## src/rtl/dc_pkg.sv

```systemverilog
// Shared types and helpers for the dc PLL phase-shift sequencer.
// Holds the FSM state encoding, default timing constants and the saturating pending update.
package dc_pkg;

    typedef enum logic [1:0] {
        ST_IDLE   = 2'd0,
        ST_ISSUE  = 2'd1,
        ST_WAIT   = 2'd2,
        ST_SETTLE = 2'd3
    } ps_state_t;

    localparam int PS_SETTLE_DEFAULT  = 12;
    localparam int PS_TIMEOUT_DEFAULT = 1023;

    typedef struct packed {
        logic signed [31:0] value;
        logic               clip;
    } sat_result_t;

    // Adds delta to cur and clamps to +/-lim; clip flags that a request was lost.
    function automatic sat_result_t pend_update(input int cur, input int delta, input int lim);
        sat_result_t r;
        int          sum;
        sum     = cur + delta;
        r.value = sum;
        r.clip  = 1'b0;
        if (sum > lim) begin
            r.value = lim;
            r.clip  = 1'b1;
        end else if (sum < -lim) begin
            r.value = -lim;
            r.clip  = 1'b1;
        end
        return r;
    endfunction

endpackage

```

## src/rtl/pll_ps_ctrl_m.sv

```systemverilog
// MMCM dynamic phase-shift sequencer: accumulates step requests and issues them
// one at a time over the PSEN/PSINCDEC/PSDONE handshake with settle gap and timeout.
module pll_ps_ctrl_m
    import dc_pkg::*;
#(
    parameter int PEND_WIDTH = 8,
    parameter int POS_WIDTH  = 16,
    parameter int SETTLE     = PS_SETTLE_DEFAULT,
    parameter int TIMEOUT    = PS_TIMEOUT_DEFAULT
) (
    input  logic                         clk,
    input  logic                         rst,
    input  logic                         ena,
    input  logic                         ph_inc,
    input  logic                         ph_dec,
    input  logic                         clr_err,
    output logic                         psen,
    output logic                         psincdec,
    input  logic                         psdone,
    output logic                         busy,
    output logic signed [PEND_WIDTH-1:0] pending,
    output logic signed [POS_WIDTH-1:0]  position,
    output logic                         err,
    output logic                         ovf
);

    localparam int CNT_MAX  = (SETTLE > TIMEOUT) ? SETTLE : TIMEOUT;
    localparam int CNT_W    = $clog2(CNT_MAX + 1);
    localparam int PEND_LIM = (1 << (PEND_WIDTH - 1)) - 1;

    ps_state_t                    state;
    ps_state_t                    state_next;
    logic [CNT_W-1:0]             cnt;
    logic                         go_issue;
    logic                         wait_done;
    logic                         wait_expire;
    int                           issue_step;
    sat_result_t                  pend_res;
    logic signed [PEND_WIDTH-1:0] pending_next;
    logic                         ovf_set;

    // The step is committed when leaving IDLE, so its direction is fixed by the
    // pending sign at that moment even if later requests flip the sign.
    always_comb begin
        go_issue    = (state == ST_IDLE) && ena && (pending != '0);
        wait_done   = (state == ST_WAIT) && psdone;
        wait_expire = (state == ST_WAIT) && !psdone && (cnt == '0);
        issue_step  = 0;
        if (go_issue) begin
            issue_step = (pending > 0) ? 1 : -1;
        end
        pend_res     = pend_update(int'(pending), int'(ph_inc) - int'(ph_dec) - issue_step, PEND_LIM);
        pending_next = PEND_WIDTH'(pend_res.value);
        ovf_set      = pend_res.clip;
        if (!ena || wait_expire) begin
            pending_next = '0;
            ovf_set      = 1'b0;
        end
    end

    always_comb begin
        state_next = state;
        case (state)
            ST_IDLE:   if (go_issue) state_next = ST_ISSUE;
            ST_ISSUE:  state_next = ST_WAIT;
            ST_WAIT: begin
                if (wait_done) begin
                    state_next = ST_SETTLE;
                end else if (wait_expire) begin
                    state_next = ST_IDLE;
                end
            end
            ST_SETTLE: if (cnt == '0) state_next = ST_IDLE;
            default:   state_next = ST_IDLE;
        endcase
    end

    // One down-counter serves both the WAIT timeout and the SETTLE gap.
    always_ff @(posedge clk or negedge rst) begin
        if (!rst) begin
            state    <= ST_IDLE;
            cnt      <= '0;
            psen     <= 1'b0;
            psincdec <= 1'b0;
            busy     <= 1'b0;
            pending  <= '0;
            position <= '0;
            err      <= 1'b0;
            ovf      <= 1'b0;
        end else begin
            state   <= state_next;
            psen    <= (state_next == ST_ISSUE);
            busy    <= (state_next != ST_IDLE);
            pending <= pending_next;

            if (state == ST_ISSUE) begin
                cnt <= CNT_W'(TIMEOUT - 1);
            end else if (wait_done) begin
                cnt <= CNT_W'(SETTLE - 1);
            end else if (cnt != '0) begin
                cnt <= cnt - CNT_W'(1);
            end

            if (go_issue) begin
                psincdec <= (pending > 0);
            end

            if (wait_done) begin
                position <= psincdec ? position + POS_WIDTH'(1) : position - POS_WIDTH'(1);
            end

            if (wait_expire) begin
                err <= 1'b1;
            end else if (clr_err) begin
                err <= 1'b0;
            end

            if (ovf_set) begin
                ovf <= 1'b1;
            end else if (clr_err) begin
                ovf <= 1'b0;
            end
        end
    end

endmodule

```

## config.mk

```make
export PLATFORM = sky130hd
export DESIGN_NAME = pll_ps_ctrl_m
export DESIGN_NICKNAME = d
export VERILOG_FILES = /design/src/rtl/dc_pkg.sv /design/src/rtl/pll_ps_ctrl_m.sv
export SDC_FILE = /design/constraint.sdc
export NUM_CORES = 1
export LEC_CHECK = 0
export ABC_AREA = 1
export ABC_CLOCK_PERIOD_IN_PS = 6260
export BUFFER_PORTS_ARGS = -buffer_cell sky130_fd_sc_hd__buf_2
export CAP_MARGIN = 20
export CORE_MARGIN = 10
export CORE_UTILIZATION = 60
export CTS_BUF_LIST = sky130_fd_sc_hd__clkbuf_4 sky130_fd_sc_hd__clkbuf_8 sky130_fd_sc_hd__clkbuf_16
export DETAILED_ROUTE_END_ITERATION = 6
export PLACE_DENSITY = 0.81
export SLEW_MARGIN = 5
export SYNTH_ARGS = -nofsm -noshare
export SYNTH_HDL_FRONTEND = slang
export SYNTH_SLANG_ARGS = --single-unit
```

## constraint.sdc

```tcl
create_clock -name clk -period 6.26 [get_ports clk]
set_input_delay 0.626 -clock clk [delete_from_list [all_inputs] [get_ports clk]]
set_output_delay 0.626 -clock clk [all_outputs]
set_load 0.05 [all_outputs]
```

==> metrics, run 1 <==
Sink Count between 40 and 50; hold_buf cts 0; crit path kind flip-flop to flip-flop; num rows 28; Setup TNS 0 ns; layout cell share with drive strength beyond 1 approximately 15%; post-synthesis cell type count 36; post-DP HPWL 6.87 mm; syn avg cell area 7.38 um^2; Net Count, Synth 547; Synth Area in XOR/XNOR 3.82%; Detail Route Antenna Nets 0; HP Class input port to asynchronous set/reset pin; slowest stage delay, CP between 0.6 and 0.7 ns; initial antenna violation count 0; Max Cap Violations 0; crit path time final between 5 and 6 ns; DR iter-0 viols 144; Worst Max-Slew Pin Slew 0.923 ns; area leader, netlist dfrtp_1; Final Max Tran Viols 0; WHS around 0.45 ns; n_diodes 0; CTS Buffer Depth 2; core area 0.00592 mm^2; initial core utilization 62.0%; Worst Setup Start Kind flip-flop; routed vias/inst 5.39; #FFs+latches synth 41; Post-Synth Adder-Cell Area 18.1%; Post-Synthesis Cells 497; Final setup viols 0; post-route cell area about 0.004 mm^2; critical path's most frequent cell inv_1; Global Route Usage Sum 17.9%; crit path DAT approximately 5.4 ns; WL final 8.53 mm; Core Util, Final 68.0%; # resized after CTS 0; Pre-antenna DRT Iters 4; P_leak 2.16 nW; Die ar. roughly 0.0096 mm^2; post-synth top area share 28.0%; max_slew headroom 38.3%; Clock transition at path regs 0.08 ns; first-pass GRT wire length 14.7 mm; most instantiated cells after synthesis nand2_1 (116), inv_1 (86), dfrtp_1 (41), nand3_1 (39), nor2_1 (38); mux cell area share after synthesis 0%; number of synthesized flops with an enable pin 0; maximum vdd ir drop 0.000384 V; H-tree lvl count 2; Layout Nets 586; die width approximately 100 um; TritonCTS Buffers 5; CTS tree built; post-CTS setup buffer count 0; cell family with most CP delay simple AND/OR/NAND/NOR gates; RSZ-0062 raised after global routing no; crit path cell chain inv_1 > nand4_1 > nor3_1 > nor4_1 > inv_1 > nor2_1 > fa_1 > inv_1 > ha_1 > inv_1 > o21bai_1 > a21oi_1 > nand2_1 > a21oi_1 > inv_1 > fa_1 > inv_1 > nor4_1 > nand3_1 > a21oi_1 > nand3_1 > nand2_2 > nand2_1 > a21oi_1; status complete, no violations; worst clock skew 0.00991 ns; Worst Path Required roughly 6.5 ns; Most used DFF post-synth dfrtp_1; drt drc 0; Hold Fails Final Rpt 0; Post-DP Area 0.00393 mm^2; Area contributors post-synth dfrtp_1 (28%), nand2_1 (12%), fa_1 (9.3%); CP Max Fanout 7; simple-gate share of the synthesized area a little under a third; fin crit share 83.3%; clk root buf clkbuf_8; synthesized cell area 0.00367 mm^2; most frequent cell after synthesis nand2_1; Vias 3296; Crit path buffers/inverters 6; vias in the first global route 3330; sequential cell area fraction in the yosys report approximately 28%; Fmax achieved 0.192 GHz; global route total overflow 0; largest family of logic cells by synthesized area simple AND/OR/NAND/NOR gates; largest net degree at the start of global routing between 40 and 50; Chip Height a little under 100 um; I/O pins 36; critical path's slowest cell fa_1; Final Wtd Congestion 0.869; CP Capture Type flip-flop; I/O Buffers 35; post-synthesis compound-gate area fraction 8.94%; power density cells about 400 mW/mm^2; Synth warnings 0; Area Overhead vs Synth 9.75%; WL/cell approximately 14 um; asr flop ratio synth 100%; clock latency on the worst-skew pair 0.30 ns
sequential cells by signal, indices dropped and copies added (netlist names):
signal	count
position	16
cnt	10
pending	8
state	2
busy	1
err	1
ovf	1
psen	1
psincdec	1
layer usage:
metal	GRT usage (%)	wire (um)	up-vias
met5	0	0	-
met4	8.27	284	0
met3	3.38	393	23
met2	32.1	4360	71
met1	19.9	3490	1541
li1	-	-	1661
layout by cell type, fill, tap and decap left out, types with 7 or more instances in the layout:
cell,count
nand2_1,116
o21ai_0,20
buf_2,35
ha_1,26
inv_1,86
nand3_1,39
xnor2_1,11
a21oi_1,26
nor2_1,38
nand3_2,9
clkbuf_8,7
fa_1,17
nand2_2,11
dfrtp_1,41
stage by stage:
step | cells | worst slack (ns) | power (mW)
finish | 612 | 1.05 | 1.63
CTS | 612 | 1.04 | 1.63
global placement | 604 | 1.12 | 1.41
detailed placement | 604 | 0.865 | 1.44
floorplan | 497 | 1.31 | 1.20
global route | 612 | 0.578 | 1.80
cell type report:
| type | instances | area (um^2) |
|---|---|---|
| timing repair buffer | 35 | 175 |
| tap | 75 | 93.8 |
| inverter | 93 | 349 |
| clock buffer | 7 | 96.3 |
| multi-input combinational | 360 | 2280 |
| fill | 521 | 1890 |
| sequential | 41 | 1030 |
| clock inverter | 1 | 5.00 |
cells by family after synthesis:
kind of cell             after synthesis
adder cells (fa/ha/maj)               43
AND/OR/NAND/NOR                      243
flip-flops                            41
XOR/XNOR                              16
buffers and inverters                 96
AO/OA/AOI/OAI                         58
path summary, 6_finish.rpt:
path,from,to,slack [ns],cells after the start
min reg2reg,position[13],position[13],0.51,2
max in group asynchronous,rst,cnt[3],5.23,1
max reg2reg,pending[7],pending[1],1.05,24
max,pending[7],pending[1],1.05,24
min in group clk,position[13],position[13],0.51,2
min,rst,position[6],0.45,1
power breakdown:
group / total, mW / leakage (nW) / internal, mW / switching, mW
clock network: 0.193 / 0.0542 / 0.0997 / 0.0932
registers: 0.318 / 0.495 / 0.292 / 0.0266
logic: 1.12 / 1.61 / 0.365 / 0.751
total: 1.63 / 2.16 / 0.757 / 0.871
No activity file was read; power rests on OpenSTA's default activity.
==> run 2: changes to the inputs <==
- ABC_CLOCK_PERIOD_IN_PS: 6260 -> 5500
- clock period: 6.26 -> 5.5 ns (I/O delays scaled with it)
==> run 2 against run 1 <==
Against the previous run: core utilization is 0.85 points higher; largest power group unchanged; clock-buffer cell count is 2 lower; setup slack worse by 0.58 ns; sequential cell count stayed put; largest cell class unchanged; critical path depth is 2 higher; clock skew is 0.0055 ns higher.
==> metrics, run 2 (same netlist as run 1, synthesis figures left out) <==
status complete, no violations; Worst R2R End pending[0]; crit path kind flip-flop to flip-flop; WHS 0.358 ns (-0.0904 ns); crit path DAT 5.24 ns (-0.18 ns); power density cells 474 mW/mm^2 (+17%); Layout Nets 587 (+0.17%); critical path endpoint pending[0]; H-tree lvl count 2 (unchanged); R2R depth 26 (+8.3%); DR iter-0 viols 172 (+19%); Int Pwr 0.928 mW (+23%); Layout fillers 482 (-7.5%); Hold Fails Final Rpt 0 (unchanged); WL/cell 13.9 um (-0.56%); I/O Buffers 35 (unchanged); Net Sw Frac 52.0% (-1.5 points); Post-DP Area 0.00393 mm^2 (+0.19%); max_slew headroom 34.6% (-3.7 points); num rows 28 (unchanged); CP Max Fanout 7 (unchanged); core area 0.00592 mm^2 (unchanged); Worst Path Required 5.70 ns (-0.77 ns); Final setup viols 0 (unchanged); die width 98.2 um (unchanged); commonest cells after routing, fill and taps aside nand2_1 (116), inv_1 (86), dfrtp_1 (41); post-DP HPWL 6.76 mm (-1.7%); crit path time final 5.04 ns (-0.175 ns); RSZ-0062 raised after global routing no; initial antenna violation count 0 (unchanged); Global Route Usage Sum 17.5% (-0.39 points); post-route cell area 0.00408 mm^2 (+1.2%); top flop regs position x16, cnt x10, pending x8; Sequential Power Share 18.8% (-0.8 points); r2r setup slk 0.46 ns (-0.58 ns); Vias 3295 (-0.030%); TritonCTS Buffers 5 (unchanged); Fmax achieved 0.198 GHz (+3.5%); Die ar. 0.00964 mm^2 (unchanged); WL final 8.50 mm (-0.40%); maximum vdd ir drop 0.000437 V (+14%); P_sw 1.01 mW (+16%); Sink Count 41 (unchanged); Worst Setup Start Kind flip-flop; clock latency on the worst-skew pair 0.31 ns (about the same); power share of the combinational group 65.6% (-3.0 points); r2r startpoint pending[7]; vias in the first global route 3357 (+0.81%); n_diodes 0 (unchanged); fin crit share 91.6% (+8.3 points); largest reg by FF count position; commonest non-fill, non-tap cell in the layout nand2_1; Worst Max-Slew Pin Slew 0.979 ns (+0.0557 ns); CTS tree built; Crit. Startpoint pending[7]; P_leak 2.18 nW (+0.93%); Pre-antenna DRT Iters 4 (unchanged); largest net degree at the start of global routing 42 (unchanged); Final Max Tran Viols 0 (unchanged); Area Overhead vs Synth 11.1%; Max Cap Violations 0 (unchanged); HP Class input port to asynchronous set/reset pin; global route total overflow 0 (unchanged); Clock transition at path regs 0.09 ns (about the same); clock power share 15.6% (+3.7 points); clk root buf clkbuf_8; Final Wtd Congestion 0.891 (+2.4%); I/O pins 36 (unchanged); routed vias/inst 5.38 (-0.19%); Chip Height 98.2 um (unchanged); drt drc 0 (unchanged); initial core utilization 62.0% (unchanged); Setup TNS 0 ns (unchanged); first-pass GRT wire length 14.4 mm (-1.9%); Detail Route Antenna Nets 0 (unchanged); worst clock skew 0.0154 ns (+0.00552 ns); layout cell share with drive strength beyond 1 15.8% (+0.34 points); CP Capture Type flip-flop; CTS Buffer Depth 2 (unchanged); max reg flops 16 (unchanged)
-- run 2: timing repair --
action / 4_1_cts / 5_1_grt
hold buffers: 0 / 0
setup buffers: 0 / 0
gates resized for setup: 0 / 1
endpoints found under the setup margin: 0 / 1
-- run 2: metal layers --
metal  share of wire, %  wire, um  global-route usage [%]
met1                 41      3520                    19.2
met4                1.6       138                    7.17
met5                  0         0                       0
met3                5.0       421                    3.45
met2                 52      4420                    32.0
-- run 2: critical path, cell delays in order (launching register included) --
cell,delay (ns)
dfrtp_1,0.41
inv_1,0.13
nand4_1,0.10
nor3_1,0.25
nor4_2,0.11
inv_1,0.12
nor2_1,0.08
fa_1,0.75
inv_1,0.25
ha_1,0.39
inv_1,0.09
o21bai_1,0.09
a21oi_1,0.21
nand2_1,0.13
a21oi_1,0.28
inv_1,0.11
fa_1,0.46
nor2_1,0.12
nand3_1,0.07
nor2_1,0.15
nand3_1,0.13
nor2_2,0.14
nand2_2,0.07
nand3_4,0.12
nand2_2,0.06
nand2_2,0.06
nand2_1,0.05
-- run 2: how the worst min path moves through the flow --
stage	slack, ns	depth (start not counted)	to
4_1_cts	0.41	1	position[6]
3_3_place_gp	0.49	1	psen
3_5_place_dp	0.48	1	psen
5_1_grt	0.44	1	position[5]
6_report	0.36	1	position[4]
2_1_floorplan	0.25	0	busy
-- run 2: per-stage QoR --
| stage | setup WS (ns) | std cells | power, mW | util [%] |
|---|---|---|---|---|
| 3_3_place_gp | 0.411 | 605 | 1.60 | 66.4 |
| 2_1_floorplan | 0.548 | 497 | 1.37 | - |
| 3_5_place_dp | 0.251 | 605 | 1.63 | 66.4 |
| 6_report | 0.460 | 613 | 1.93 | 68.9 |
| 5_1_grt | 0.0349 | 613 | 2.12 | 68.9 |
| 4_1_cts | 0.381 | 613 | 1.93 | 68.7 |
-- run 2: power by group through the flow --
stage,Clock [mW],Combinational (mW),Sequential [mW]
after CTS,0.303,1.27,0.363
after global routing,0.315,1.44,0.367
final,0.301,1.27,0.364
after detailed placement,0,1.26,0.369
after global placement,0,1.23,0.369
after floorplan,0,0.904,0.463
-- run 2: cell type report --
| type | count | area [um^2] | area share [%] |
|---|---|---|---|
| clock buffers | 5 | 68.8 | 1.69 |
| clock inverters | 3 | 68.8 | 1.69 |
| inverters | 93 | 349 | 8.56 |
| multi-input cells | 360 | 2290 | 56.1 |
| flip-flops and latches | 41 | 1030 | 25.2 |
| well taps | 75 | 93.8 | 2.30 |
| repair buffers | 36 | 183 | 4.48 |
